--- src/rtl/phy_rx_deserializer.sv ---
// ============================================================================
//  Module   : phy_rx_deserializer
//  Brief    : Serial-to-lane receive deserializer with COM alignment hunting,
//             link-activity tracking and round-robin four-lane byte output.
//             Optional PHY_RX_ERRCNT_EN adds a saturating errCount output.
//  Revision : 1.0 - initial release
// ============================================================================
`default_nettype none

module phy_rx_deserializer #(
    parameter logic [7:0] COM        = 8'hBC,
    parameter logic [7:0] IDL        = 8'h7C,
    parameter int         COM_THRESH = 4
) (
    input  logic       clk,
    input  logic       reset,
    input  logic       serialIn,
    output logic [7:0] dataOut0,
    output logic [7:0] dataOut1,
    output logic [7:0] dataOut2,
    output logic [7:0] dataOut3,
    output logic       validOut0,
    output logic       validOut1,
    output logic       validOut2,
    output logic       validOut3,
    output logic       active,
    output logic       byteStrobe
`ifdef PHY_RX_ERRCNT_EN
    ,
    output logic [7:0] errCount
`endif
);

    typedef enum logic [1:0] {
        ST_HUNT   = 2'd0,
        ST_LOCK   = 2'd1,
        ST_ACTIVE = 2'd2
    } state_t;

    localparam logic [4:0] C_THRESH = 5'(COM_THRESH);

    state_t      state_q, state_d;
    // Only the seven most recent bits are stored; the eighth is serialIn itself.
    logic [6:0]  sr_q, sr_d;
    logic [2:0]  bit_cnt_q, bit_cnt_d;
    logic [3:0]  com_cnt_q, com_cnt_d;
    logic [1:0]  lane_q, lane_d;
    logic [7:0]  data_q [4];
    logic [7:0]  data_d [4];
    logic [3:0]  valid_q, valid_d;
    logic        active_q, active_d;
    logic        strobe_q, strobe_d;

    logic [7:0]  w_nxt;
    logic        w_is_com;
    logic        w_byte_done;
    logic        w_thresh_hit;

    assign w_nxt        = {sr_q, serialIn};
    assign w_is_com     = (w_nxt == COM);
    assign w_byte_done  = (bit_cnt_q == 3'd7);
    assign w_thresh_hit = (({1'b0, com_cnt_q} + 5'd1) == C_THRESH);

    always_comb begin
        state_d   = state_q;
        sr_d      = w_nxt[6:0];
        bit_cnt_d = bit_cnt_q + 3'd1;
        com_cnt_d = com_cnt_q;
        lane_d    = lane_q;
        data_d    = data_q;
        valid_d   = valid_q;
        strobe_d  = 1'b0;

        case (state_q)
            ST_HUNT: begin
                if (w_is_com) begin
                    com_cnt_d = 4'd1;
                    bit_cnt_d = 3'd0;
                    if (COM_THRESH == 1) begin
                        state_d = ST_ACTIVE;
                        lane_d  = 2'd0;
                    end else begin
                        state_d = ST_LOCK;
                    end
                end
            end
            ST_LOCK: begin
                if (w_byte_done) begin
                    strobe_d = 1'b1;
                    if (w_is_com) begin
                        com_cnt_d = com_cnt_q + 4'd1;
                        if (w_thresh_hit) begin
                            state_d = ST_ACTIVE;
                            lane_d  = 2'd0;
                        end
                    end else begin
                        state_d   = ST_HUNT;
                        com_cnt_d = 4'd0;
                    end
                end
            end
            ST_ACTIVE: begin
                if (w_byte_done) begin
                    strobe_d = 1'b1;
                    // A COM on a byte boundary means the transmitter went idle.
                    if (w_is_com) begin
                        state_d   = ST_LOCK;
                        com_cnt_d = 4'd1;
                        lane_d    = 2'd0;
                        valid_d   = 4'd0;
                    end else begin
                        data_d[lane_q]  = w_nxt;
                        valid_d[lane_q] = (w_nxt != IDL);
                        lane_d          = lane_q + 2'd1;
                    end
                end
            end
            default: begin
                state_d = ST_HUNT;
            end
        endcase

        active_d = (state_d == ST_ACTIVE);
    end

    always_ff @(posedge clk) begin
        if (reset) begin
            state_q   <= ST_HUNT;
            sr_q      <= 7'd0;
            bit_cnt_q <= 3'd0;
            com_cnt_q <= 4'd0;
            lane_q    <= 2'd0;
            for (int i = 0; i < 4; i++) begin
                data_q[i] <= 8'd0;
            end
            valid_q   <= 4'd0;
            active_q  <= 1'b0;
            strobe_q  <= 1'b0;
        end else begin
            state_q   <= state_d;
            sr_q      <= sr_d;
            bit_cnt_q <= bit_cnt_d;
            com_cnt_q <= com_cnt_d;
            lane_q    <= lane_d;
            data_q    <= data_d;
            valid_q   <= valid_d;
            active_q  <= active_d;
            strobe_q  <= strobe_d;
        end
    end

`ifdef PHY_RX_ERRCNT_EN
    logic [7:0] err_q;
    logic       w_fall;

    // Alignment loss in LOCK, or the link dropping out of ACTIVE.
    assign w_fall = w_byte_done &&
                    (((state_q == ST_LOCK) && !w_is_com) ||
                     ((state_q == ST_ACTIVE) && w_is_com));

    always_ff @(posedge clk) begin
        if (reset) begin
            err_q <= 8'd0;
        end else if (w_fall && (err_q != 8'hFF)) begin
            err_q <= err_q + 8'd1;
        end
    end

    assign errCount = err_q;
`endif

    assign dataOut0   = data_q[0];
    assign dataOut1   = data_q[1];
    assign dataOut2   = data_q[2];
    assign dataOut3   = data_q[3];
    assign validOut0  = valid_q[0];
    assign validOut1  = valid_q[1];
    assign validOut2  = valid_q[2];
    assign validOut3  = valid_q[3];
    assign active     = active_q;
    assign byteStrobe = strobe_q;

endmodule

`default_nettype wire

--- config.mk ---
export PLATFORM = sky130hd
export DESIGN_NAME = phy_rx_deserializer
export DESIGN_NICKNAME = d
export VERILOG_FILES = /design/src/rtl/phy_rx_deserializer.sv
export SDC_FILE = /design/constraint.sdc
export NUM_CORES = 1
export LEC_CHECK = 0
export CELL_PAD_IN_SITES_DETAIL_PLACEMENT = 0
export CELL_PAD_IN_SITES_GLOBAL_PLACEMENT = 1
export CORE_MARGIN = 5
export CORE_UTILIZATION = 35
export DETAILED_ROUTE_END_ITERATION = 7
export GPL_ROUTABILITY_DRIVEN = 0
export PLACE_DENSITY_LB_ADDON = 0.05
export SLEW_MARGIN = 25
export SYNTH_ARGS = -nofsm -noshare
export SYNTH_HDL_FRONTEND = slang
export SYNTH_SLANG_ARGS = --single-unit
--- constraint.sdc ---
create_clock -name clk -period 2.2 [get_ports clk]
set_input_delay 0.22 -clock clk [delete_from_list [all_inputs] [get_ports clk]]
set_output_delay 0.22 -clock clk [all_outputs]
set_load 0.05 [all_outputs]
==> out/metrics.yaml <==
critical_path:
  critPathLaunch: "serialIn"
  crit_end: "dataOut1[6]"
  reg2reg_to: "dataOut1[6]"
  worstReg2RegStart: "sr_q[2]"
  reg2reg_setup_slack_ns: 0.36
  setup.worst_path.start_class: "primary input"
  critical_path_required_ns: 2.39
  crit_fanout: 8
  crit_arrival_ns: 2.03
  critPathKind: "in -> reg"
  endpoint_kind: "register"
  rr_worst_depth: 4
sta:
  hold_violations: 0
  clock_skew_ns: 0.0116
  timing.setup.tns_ns: 0
  max_freq_ghz: 0.543
  period_share: 0.838
  slew_headroom: 0.652
  tightest_slew_ns: 0.519
  grt_setup_unrepaired: "false"
  drv_slew: 0
  setup_violations: 0
  fin_crit_ns: 1.84
logic_synthesis:
  synth-edff-count: 0
  synth_compound_area_frac: 0.133
  ys_ff_latch: 56
  synthSimpleGateAreaFrac: 0.169
  netlist_area_um2: 2420
  synthMuxAreaShare: 0.132
  synth_top_family_by_area: "simple AND/OR/NAND/NOR gates"
  yosys_warnings: 0
  synth_ff_type: "dfxtp_1"
  seq_area_frac_synth: 0.463
  synthCells: 237
  synthAdderAreaFrac: 0.0568
  async_flop_share: 0
  synthXorXnorAreaFrac: 0.00362
  synth.avg_cell_area_um2: 10.2
  synth_fp_nets: 251
  ys_types: 41
cts:
  post_cts_buffers: 0
  clk_pin_slew_ns: 0.09
  cts.repair.resized: 0
  numCtsBuffers: 5
  h-tree-depth: 2
  numClockSinks: 56
  cts_tree: "done"
  clk_path_buf_depth: 2
  postCtsHoldBufs: 0
  insertion_delay_ns: 0.31
  cts-root-buf: "clkbuf_8"
placed_design:
  dp_hpwl_um: 3980
  dpl-instance-area_um2: 2990
  port_buffers: 40
routing:
  dr.pass1.iters: 4
  antenna_left: 0
  vias_per_cell: 4.97
  remaining_drc_errors: 0
  routed_wl_um: 5690
  drtIter0Drc: 71
  wl_per_cell_um: 15.6
  num_vias: 1818
floorplan:
  core-area_um2: 6760
  initial_utilization: 0.359
  ios: 41
  die_h_um: 93.2
  die-area_um2: 8680
  fp.dieW_um: 93.2
  num_rows: 30
hold_path:
  hold_class: "reg -> reg"
global_route:
  grt_pass1_wl_um: 9630
  grt_usage: 0.140
  grt_max_degree: 26
  antenna_found_initial: 0
  grt_overflow_total: 0
  grt_pass1_vias: 1802
power_and_ir_drop:
  power.leakage_nw: 1.36
  power_frac_seq: 0.580
  powerDensity_nw_per_um2: 571
  p_clk_frac: 0.393
  combinationalPowerShare: 0.026
  peakVddDrop_mv: 0.341
  power_switching_share: 0.219
  p_sw_mw: 0.388
  internal_power_mw: 1.38
cells_and_area:
  areaGrowthSynthToFinish_pct: 27.9
  fin_area_um2: 3100
  antennaDiodeCount: 0
  nFillCells: 675
  final_common_cell: "dfxtp_1"
  drive_gt1_frac: 0.105
  layout.nets: 299
  final_cell_mix: "dfxtp_1, clkdlybuf4s50_1, nor2_1"
status:
  status: "finished, final reports clean"
job:
  drv_cap: 0
-- worst min-delay path by stage --
stage                 startpoint           end  cells past startpoint
finish              bit_cnt_q[0]  bit_cnt_q[0]                      1
global route        bit_cnt_q[0]  bit_cnt_q[0]                      1
CTS                 bit_cnt_q[0]  bit_cnt_q[0]                      1
detailed placement  bit_cnt_q[0]  bit_cnt_q[0]                      1
global placement    bit_cnt_q[0]  bit_cnt_q[0]                      1
floorplan           bit_cnt_q[0]  bit_cnt_q[0]                      1
-- power groups by stage --
stage	Clock (mW)	Combinational, mW	Sequential [mW]
6_report	0.696	0.0469	1.03
5_1_grt	0.763	0.0526	1.03
4_1_cts	0.719	0.0480	1.03
3_5_place_dp	0	0.0478	1.05
3_3_place_gp	0	0.0476	1.05
2_1_floorplan	0	0.0295	1.05
-- per-layer routing --
metal  vias up  track usage  part of all wire
li1        930            -                 -
met1       857        0.194              0.51
met2        29        0.221              0.46
met3         2       0.0314             0.031
met4         0       0.0330            0.0056
met5         -            0                 0
-- final cells by class --
cell class | instances | area [um^2] | area share
clock buffer | 6 | 72.6 | 0.0234
timing repair buffer | 56 | 546 | 0.176
sequential | 56 | 1120 | 0.362
multi-input combinational | 160 | 1200 | 0.387
tap | 80 | 100 | 0.0323
clock inverter | 2 | 38.8 | 0.0125
inverter | 6 | 22.5 | 0.00727
-- worst max-delay path: stages --
cell             delay [ns]
clkdlybuf4s50_1        0.43
or4b_1                 0.50
buf_4                  0.19
o2111ai_4              0.39
mux2i_1                0.24
nor2_1                 0.05
-- synthesized netlist by cell type, drive strengths merged, types with 2 or more instances --
cell / number / area [um^2]
nor3: 2 / 10.0
nand4: 3 / 25.0
mux2i: 32 / 320
o21ai: 6 / 30.0
nand4b: 3 / 26.3
and2: 3 / 18.8
a21oi: 12 / 60.1
o31ai: 4 / 30.0
o2111ai: 4 / 105
ha: 11 / 138
nand2: 10 / 37.5
a31oi: 2 / 12.5
clkbuf: 8 / 30.0
nand3: 4 / 20.0
nor4: 2 / 12.5
buf: 7 / 50.1
inv: 6 / 22.5
nor2b: 9 / 56.3
dfxtp: 56 / 1120
and4: 2 / 17.5
nor2: 35 / 131
-- sequential cells by signal (all words and copies together) (netlist names), 2 cells and up --
name       cells
dataOut0       8
dataOut1       8
dataOut2       8
dataOut3       8
sr_q           7
com_cnt_q      4
valid_q        4
bit_cnt_q      3
lane_q         2
state_q        2
-- logic make-up (layout without fill, tap and decap cells) --
| family | count (synthesis) | after routing |
|---|---|---|
| AND/OR/NAND/NOR | 78 | 78 |
| flip-flops | 56 | 56 |
| AO/OA/AOI/OAI | 38 | 38 |
| multiplexers | 32 | 32 |
| buffers and inverters | 21 | 70 |
| adder cells (fa/ha/maj) | 11 | 11 |
| XOR/XNOR | 1 | 1 |
-- stage by stage --
stage	power (mW)	instances	hold slack (ns)	setup WS, ns	utilization
after CTS	1.79	366	0.431	0.351	0.459
after global routing	1.84	366	0.454	0.191	0.459
after global placement	1.10	358	0.414	0.0458	0.442
after floorplan	1.08	237	0.398	0.349	-
after detailed placement	1.10	358	0.417	0.0155	0.442
final	1.77	366	0.431	0.357	0.459
Note: power is estimated with default switching activity, not from simulation.
